### src/rtl/cdc_pkg.sv
// Shared CDC helpers: gray-to-binary conversion, multi-bit-change detection
// and the priming window length used by the pointer synchronizers.
package cdc_pkg;

  // Widest pointer the helpers handle; callers zero-extend narrower pointers.
  localparam int MAX_P = 32;

  // Cycles after reset release before the first trusted update: the sync
  // chain must fill (num_stages) plus one registered update.
  function automatic int prime_cycles(input int num_stages);
    return num_stages + 1;
  endfunction

  // Gray to binary: b[i] = XOR of g[MSB:i]. Zero-extended upper bits are
  // zero, so the result is correct for any pointer width up to MAX_P.
  function automatic logic [MAX_P-1:0] g2b(input logic [MAX_P-1:0] g);
    logic [MAX_P-1:0] b;
    b = {MAX_P{1'b0}};
    b[MAX_P-1] = g[MAX_P-1];
    for (int i = MAX_P - 2; i >= 0; i--) begin
      b[i] = b[i+1] ^ g[i];
    end
    return b;
  endfunction

  // True when more than one bit is set (clearing the lowest set bit
  // leaves something behind).
  function automatic logic popcount_gt1(input logic [MAX_P-1:0] x);
    logic [MAX_P-1:0] low_cleared;
    low_cleared = x & (x - {{(MAX_P-1){1'b0}}, 1'b1});
    return (low_cleared != {MAX_P{1'b0}});
  endfunction

endpackage

### src/rtl/gray_ptr_sync_ch.sv
// One gray pointer synchronizer channel: sync chain, registered binary
// pointer, advance count/strobe and sticky multi-bit-change error.
module gray_ptr_sync_ch
  import cdc_pkg::*;
#(
  parameter int P_SIZE     = 4,
  parameter int NUM_STAGES = 2,
  parameter int ERR_CHK    = 1
) (
  input  logic              i_clk,
  input  logic              i_rst,
  input  logic [P_SIZE-1:0] i_gray_async,
  input  logic              i_en,
  input  logic              i_err_clr,
  input  logic              i_primed,
  output logic [P_SIZE-1:0] o_gray_sync,
  output logic [P_SIZE-1:0] o_bin,
  output logic [P_SIZE-1:0] o_adv,
  output logic              o_adv_vld,
  output logic              o_gray_err
);

  logic [NUM_STAGES-1:0][P_SIZE-1:0] sync_r;
  logic [P_SIZE-1:0] g_q_r;
  logic [P_SIZE-1:0] bin_r;
  logic [P_SIZE-1:0] adv_r;
  logic              adv_vld_r;
  logic              err_r;
  logic              en_d_r;

  logic [P_SIZE-1:0] gs_s;
  logic [P_SIZE-1:0] bin_new_s;
  logic [P_SIZE-1:0] diff_s;
  logic              ch_prime_s;
  logic              check_s;
  logic              err_set_s;
  logic [P_SIZE-1:0] g_q_nxt_s;
  logic [P_SIZE-1:0] bin_nxt_s;
  logic [P_SIZE-1:0] adv_nxt_s;
  logic              adv_vld_nxt_s;
  logic              err_nxt_s;

  assign gs_s       = sync_r[NUM_STAGES-1];
  assign bin_new_s  = P_SIZE'(g2b(MAX_P'(gs_s)));
  assign diff_s     = bin_new_s - bin_r;
  // First enabled cycle after the enable rises only re-baselines the channel.
  assign ch_prime_s = i_en & ~en_d_r;
  assign check_s    = i_en & i_primed & ~ch_prime_s;
  assign err_set_s  = (ERR_CHK != 0) && check_s && popcount_gt1(MAX_P'(gs_s ^ g_q_r));

  // Synchronizer chain, free-running regardless of the channel enable.
  always_ff @(posedge i_clk or posedge i_rst) begin
    if (i_rst) begin
      sync_r <= {(NUM_STAGES*P_SIZE){1'b0}};
    end else begin
      sync_r[0] <= i_gray_async;
      for (int s = 1; s < NUM_STAGES; s++) begin
        sync_r[s] <= sync_r[s-1];
      end
    end
  end

  // Next-state for the update stage and the sticky error flag.
  always_comb begin
    g_q_nxt_s     = g_q_r;
    bin_nxt_s     = bin_r;
    adv_nxt_s     = adv_r;
    adv_vld_nxt_s = 1'b0;
    err_nxt_s     = err_r;

    if (i_en) begin
      g_q_nxt_s = gs_s;
      bin_nxt_s = bin_new_s;
      if (check_s) begin
        adv_nxt_s     = diff_s;
        adv_vld_nxt_s = (diff_s != {P_SIZE{1'b0}});
      end else begin
        adv_nxt_s     = {P_SIZE{1'b0}};
        adv_vld_nxt_s = 1'b0;
      end
    end else begin
      g_q_nxt_s     = g_q_r;
      bin_nxt_s     = bin_r;
      adv_nxt_s     = adv_r;
      adv_vld_nxt_s = 1'b0;
    end

    // A new violation outranks a clear in the same cycle.
    if (err_set_s) begin
      err_nxt_s = 1'b1;
    end else if (i_err_clr) begin
      err_nxt_s = 1'b0;
    end else begin
      err_nxt_s = err_r;
    end
  end

  // Update-stage registers and enable edge detector.
  always_ff @(posedge i_clk or posedge i_rst) begin
    if (i_rst) begin
      g_q_r     <= {P_SIZE{1'b0}};
      bin_r     <= {P_SIZE{1'b0}};
      adv_r     <= {P_SIZE{1'b0}};
      adv_vld_r <= 1'b0;
      err_r     <= 1'b0;
      en_d_r    <= 1'b0;
    end else begin
      g_q_r     <= g_q_nxt_s;
      bin_r     <= bin_nxt_s;
      adv_r     <= adv_nxt_s;
      adv_vld_r <= adv_vld_nxt_s;
      err_r     <= err_nxt_s;
      en_d_r    <= i_en;
    end
  end

  assign o_gray_sync = gs_s;
  assign o_bin       = bin_r;
  assign o_adv       = adv_r;
  assign o_adv_vld   = adv_vld_r;
  assign o_gray_err  = err_r;

endmodule

### src/rtl/gray_ptr_sync_bank.sv
// Bank of N_CH gray pointer synchronizers sharing one destination clock and
// one post-reset priming counter.
module gray_ptr_sync_bank
  import cdc_pkg::*;
#(
  parameter int N_CH       = 2,
  parameter int P_SIZE     = 4,
  parameter int NUM_STAGES = 2,
  parameter int ERR_CHK    = 1
) (
  input  logic                   i_clk,
  input  logic                   i_rst,
  input  logic [N_CH*P_SIZE-1:0] i_gray_async,
  input  logic [N_CH-1:0]        i_ch_en,
  input  logic [N_CH-1:0]        i_err_clr,
  output logic [N_CH*P_SIZE-1:0] o_gray_sync,
  output logic [N_CH*P_SIZE-1:0] o_bin,
  output logic [N_CH*P_SIZE-1:0] o_adv,
  output logic [N_CH-1:0]        o_adv_vld,
  output logic [N_CH-1:0]        o_gray_err,
  output logic                   o_primed
);

  localparam int PRIME_CYCLES = prime_cycles(NUM_STAGES);
  localparam int CNT_W        = $clog2(PRIME_CYCLES);

  logic [CNT_W-1:0] prime_cnt_r;
  logic             primed_r;

  // Count PRIME_CYCLES edges after reset release, then stay primed.
  always_ff @(posedge i_clk or posedge i_rst) begin
    if (i_rst) begin
      prime_cnt_r <= {CNT_W{1'b0}};
      primed_r    <= 1'b0;
    end else if (!primed_r) begin
      if (prime_cnt_r == CNT_W'(PRIME_CYCLES - 1)) begin
        primed_r <= 1'b1;
      end else begin
        prime_cnt_r <= prime_cnt_r + {{(CNT_W-1){1'b0}}, 1'b1};
      end
    end else begin
      primed_r <= 1'b1;
    end
  end

  assign o_primed = primed_r;

  for (genvar c = 0; c < N_CH; c++) begin : g_ch
    gray_ptr_sync_ch #(
      .P_SIZE     (P_SIZE),
      .NUM_STAGES (NUM_STAGES),
      .ERR_CHK    (ERR_CHK)
    ) u_ch (
      .i_clk        (i_clk),
      .i_rst        (i_rst),
      .i_gray_async (i_gray_async[c*P_SIZE +: P_SIZE]),
      .i_en         (i_ch_en[c]),
      .i_err_clr    (i_err_clr[c]),
      .i_primed     (primed_r),
      .o_gray_sync  (o_gray_sync[c*P_SIZE +: P_SIZE]),
      .o_bin        (o_bin[c*P_SIZE +: P_SIZE]),
      .o_adv        (o_adv[c*P_SIZE +: P_SIZE]),
      .o_adv_vld    (o_adv_vld[c]),
      .o_gray_err   (o_gray_err[c])
    );
  end

endmodule

### config.mk
export PLATFORM = sky130hd
export DESIGN_NAME = gray_ptr_sync_bank
export DESIGN_NICKNAME = d
export VERILOG_FILES = /design/src/rtl/cdc_pkg.sv /design/src/rtl/gray_ptr_sync_ch.sv /design/src/rtl/gray_ptr_sync_bank.sv
export SDC_FILE = /design/constraint.sdc
export NUM_CORES = 1
export LEC_CHECK = 0
export ABC_AREA = 1
export CORE_ASPECT_RATIO = 1.25
export CORE_MARGIN = 8
export CORE_UTILIZATION = 30
export CTS_CLUSTER_SIZE = 14
export DETAILED_ROUTE_END_ITERATION = 10
export PLACE_DENSITY_LB_ADDON = 0.08
export SLEW_MARGIN = 5
export SYNTH_ARGS = -nofsm -noshare
export SYNTH_HDL_FRONTEND = slang
export SYNTH_SLANG_ARGS = --single-unit
### constraint.sdc
create_clock -name i_clk -period 2.25 [get_ports i_clk]
set_clock_uncertainty 0.2 [all_clocks]
set_input_delay 0.45 -clock i_clk [delete_from_list [all_inputs] [get_ports i_clk]]
set_output_delay 0.45 -clock i_clk [all_outputs]
set_load 0.01 [all_outputs]
==> results by group <==
Timing
  • Max Fclk: between 400 and 500 MHz
  • Crit path time final: around 2.1 ns
  • Worst-margin pin slew: 0.417 ns
  • Slew HR: 0.722
  • Setup TNS: 0 ns
  • Unrepaired setup endpoints after global routing: true
  • Period Utilization, post-route: 0.953
  • Slew Limit Fails: 0
  • Fin. Hold Viols: 0
  • Final hold slack: 0.149 ns
  • Final setup viols: 0

Drt
  • DRT Pass-1 Iters: 4
  • Routed len/inst: 11.5 um
  • Vias: 1,620
  • Routed Antenna Nets: 0
  • Vias per std cell: 4.19
  • Routed WL: ~4.4 mm
  • First DRT Iteration DRCs: between 80 and 90
  • Drt drc: 0

Finish
  • Most common cell after layout, fill and taps aside: nand2_1
  • Commonest non-fill, non-tap cells in the layout: nand2_1 (79), dfrtp_1 (45), clkdlybuf4s50_1 (42), inv_1 (28), o21ai_0 (18)
  • Share of cells above drive strength 1: 0.182
  • Layout Nets: 319
  • Synth-to-layout area growth: 31.7%
  • Antenna cells: 0
  • Final Core Density: 0.409

Power and ir drop
  • Leak pwr: 1.44 nW
  • Total power: 1.93 mW
  • Clock power frac: 0.254
  • Switching share of power: 0.288
  • NetSw: 0.557 mW
  • Pwr Density: between 600 and 700 mW/mm^2
  • Sequential group share of total power: 0.499
  • Power Internal: 1.38 mW
  • Logic pwr share: 0.246
  • Maximum vdd drop: 301 uV

Run
  • Max-cap violations: 0

Floorplanning
  • # rows: 34
  • IO Pins: 43
  • Die area: 0.0102 mm^2
  • Total core area: 0.00698 mm^2
  • Die outline height: ~110 um
  • Die width: 92.0 um
  • Initial cell density of the core: 0.310

Placement
  • RePlAce Congestion: 0.755
  • Final HPWL DP: 3.46 mm
  • Port Buf Inserts: between 40 and 50

Clock tree
  • Clk root buf: clkbuf_8
  • CTS tree: yes
  • Largest buffer count on any clock path: 2
  • CTS clk-pin slew, worst paths: 0.09 ns
  • Total CTS buffers: 5
  • # hold bufs at CTS: 0
  • Clock Sinks: 47
  • Clock latency on the worst-skew pair: around 0.30 ns
  • H-tree level count: 2

Critical path
  • CP Launch Point: g_ch[1].u_ch.o_gray_sync[2]$_DFF_PP0_
  • Slowest CP cell: fa_2
  • CP Launch Type: register
  • Required @ worst endpoint: 2.23 ns
  • Crit-path cells: inv_2 -> nand2_2 -> nand3_2 -> nand2_2 -> nand2_1 -> nand2_1 -> inv_1 -> ha_1 -> inv_2 -> fa_2 -> inv_2 -> nand3_2 -> nand2_2 -> nand2_1
  • Critical Path Sink Type: register
  • CP Class: reg2reg
  • CP peak stage delay: 0.43 ns
  • CP arrival: 2.13 ns
  • Reg-to-reg startpoint: g_ch[1].u_ch.o_gray_sync[2]$_DFF_PP0_
  • Worst Path Max Fanout: 4

Worst hold path
  • Worst hold start: g_ch[0].u_ch.sync_r[1]$_DFF_PP0_
  • Worst min-delay path class: reg2reg

Global routing
  • First-pass GRT wire length: just under 8 mm
  • Remaining Overflow, GRT: 0
  • Number of global-route vias before repair: between 1.5k and 2k
  • Antenna violations before repair: 0
  • Largest net degree at the start of global routing: 30
  • Overall routing resource usage: 0.0953

Synth
  • Synthesis-stage register bit count: 47
  • Syn Area/Cell: 8.84 um^2
  • Gate Count Post-Synth: 245
  • Seq/Total Area, Yosys: 0.543
  • Synthesized Nets: 268
  • Cell Area, Synth: 0.00216 mm^2
  • Count of different cell masters after synthesis: 15
  • Synth Warn #: 0

Status
  • Status: finished clean
-- registers in the layout (all words and copies together), names as in the netlist --
register	flops
g_ch.u_ch.o_gray_sync	8
g_ch.u_ch.o_gray_err	2
g_ch.u_ch.o_adv	8
g_ch.u_ch.g_q_r	6
g_ch.u_ch.o_bin	8
g_ch.u_ch.en_d_r	2
prime_cnt_r	2
o_primed	1
g_ch.u_ch.o_adv_vld	2
g_ch.u_ch.sync_r	8
-- final cells by class --
class                      instances  area [um^2]
fill                             738         4130
timing repair buffer              60          568
multi-input combinational        145          769
clock buffer                       5         68.8
clock inverter                     3         15.0
inverter                          37          139
tap                               90          113
sequential                        47         1180
-- critical path: cells and delay by family (launching register included) --
family	cells	cell delay [ns]
adder cells (fa/ha/maj)	2	0.60
buffers and inverters	4	0.25
flip-flops	1	0.42
AND/OR/NAND/NOR	8	0.56
-- kinds of logic after synthesis --
logic type               Yosys count  synth area share
AO/OA/AOI/OAI                     21            0.0486
XOR/XNOR                           3            0.0121
adder cells (fa/ha/maj)            9            0.0590
buffers and inverters             53             0.120
flip-flops                        47             0.543
AND/OR/NAND/NOR                  112             0.217
-- metal layers --
layer / global-route usage / wire length [um]
met1: 0.107 / 1850
met2: 0.159 / 2240
met3: 0.0373 / 301
met4: 0.0323 / 53
met5: 0 / 0
-- timing repair --
item | 4_1_cts | 5_1_grt
pin swaps | 0 | 6
setup buffers | 1 | 6
gates cloned | 0 | 0
hold endpoints to repair | 0 | 0
endpoints found under the setup margin | 1 | 6
resized for setup | 0 | 20
-- cells in the mapped netlist (all sizes together) --
library cell,count,area share
o21ai,19,0.044
xnor2,2,0.0081
nand2,87,0.15
dfrtp,47,0.54
buf,16,0.055
fa,2,0.018
nand3,20,0.055
ha,7,0.040
inv,37,0.064
xor2,1,0.0040
nor2,5,0.0087
a21oi,2,0.0046
-- per-stage QoR --
step | std cells | setup WS (ns) | area [um^2]
2_1_floorplan | 245 | 0.207 | 2160
3_3_place_gp | 372 | 0.0315 | 2670
3_5_place_dp | 372 | 0.00646 | 2670
4_1_cts | 381 | 0.0349 | 2760
5_1_grt | 387 | -0.0584 | 2850
6_report | 387 | 0.107 | 2850
-- power groups by stage --
stage | Sequential, mW | Clock [mW] | Combinational, mW
after detailed placement | 0.984 | 0 | 0.448
after global placement | 0.984 | 0 | 0.447
after global routing | 0.977 | 0.552 | 0.546
final | 0.966 | 0.492 | 0.476
after CTS | 0.967 | 0.517 | 0.451
after floorplan | 0.994 | 0 | 0.245
-- worst paths after layout --
kind / slack, ns / to / cells after the start
worst max-delay path: 0.11 / g_ch[1].u_ch.o_adv_vld$_DFF_PP0_ / 14
worst min-delay path: 0.15 / g_ch[0].u_ch.o_gray_sync[1]$_DFF_PP0_ / 0
worst max register to register: 0.11 / g_ch[1].u_ch.o_adv_vld$_DFF_PP0_ / 14
worst min register to register: 0.15 / g_ch[0].u_ch.o_gray_sync[1]$_DFF_PP0_ / 0
max in group asynchronous: 1.10 / g_ch[1].u_ch.o_adv[1]$_DFFE_PP0P_ / 3
min in group asynchronous: 0.26 / g_ch[0].u_ch.sync_r[0]$_DFF_PP0_ / 2
Note: power is estimated with default switching activity, not from simulation.
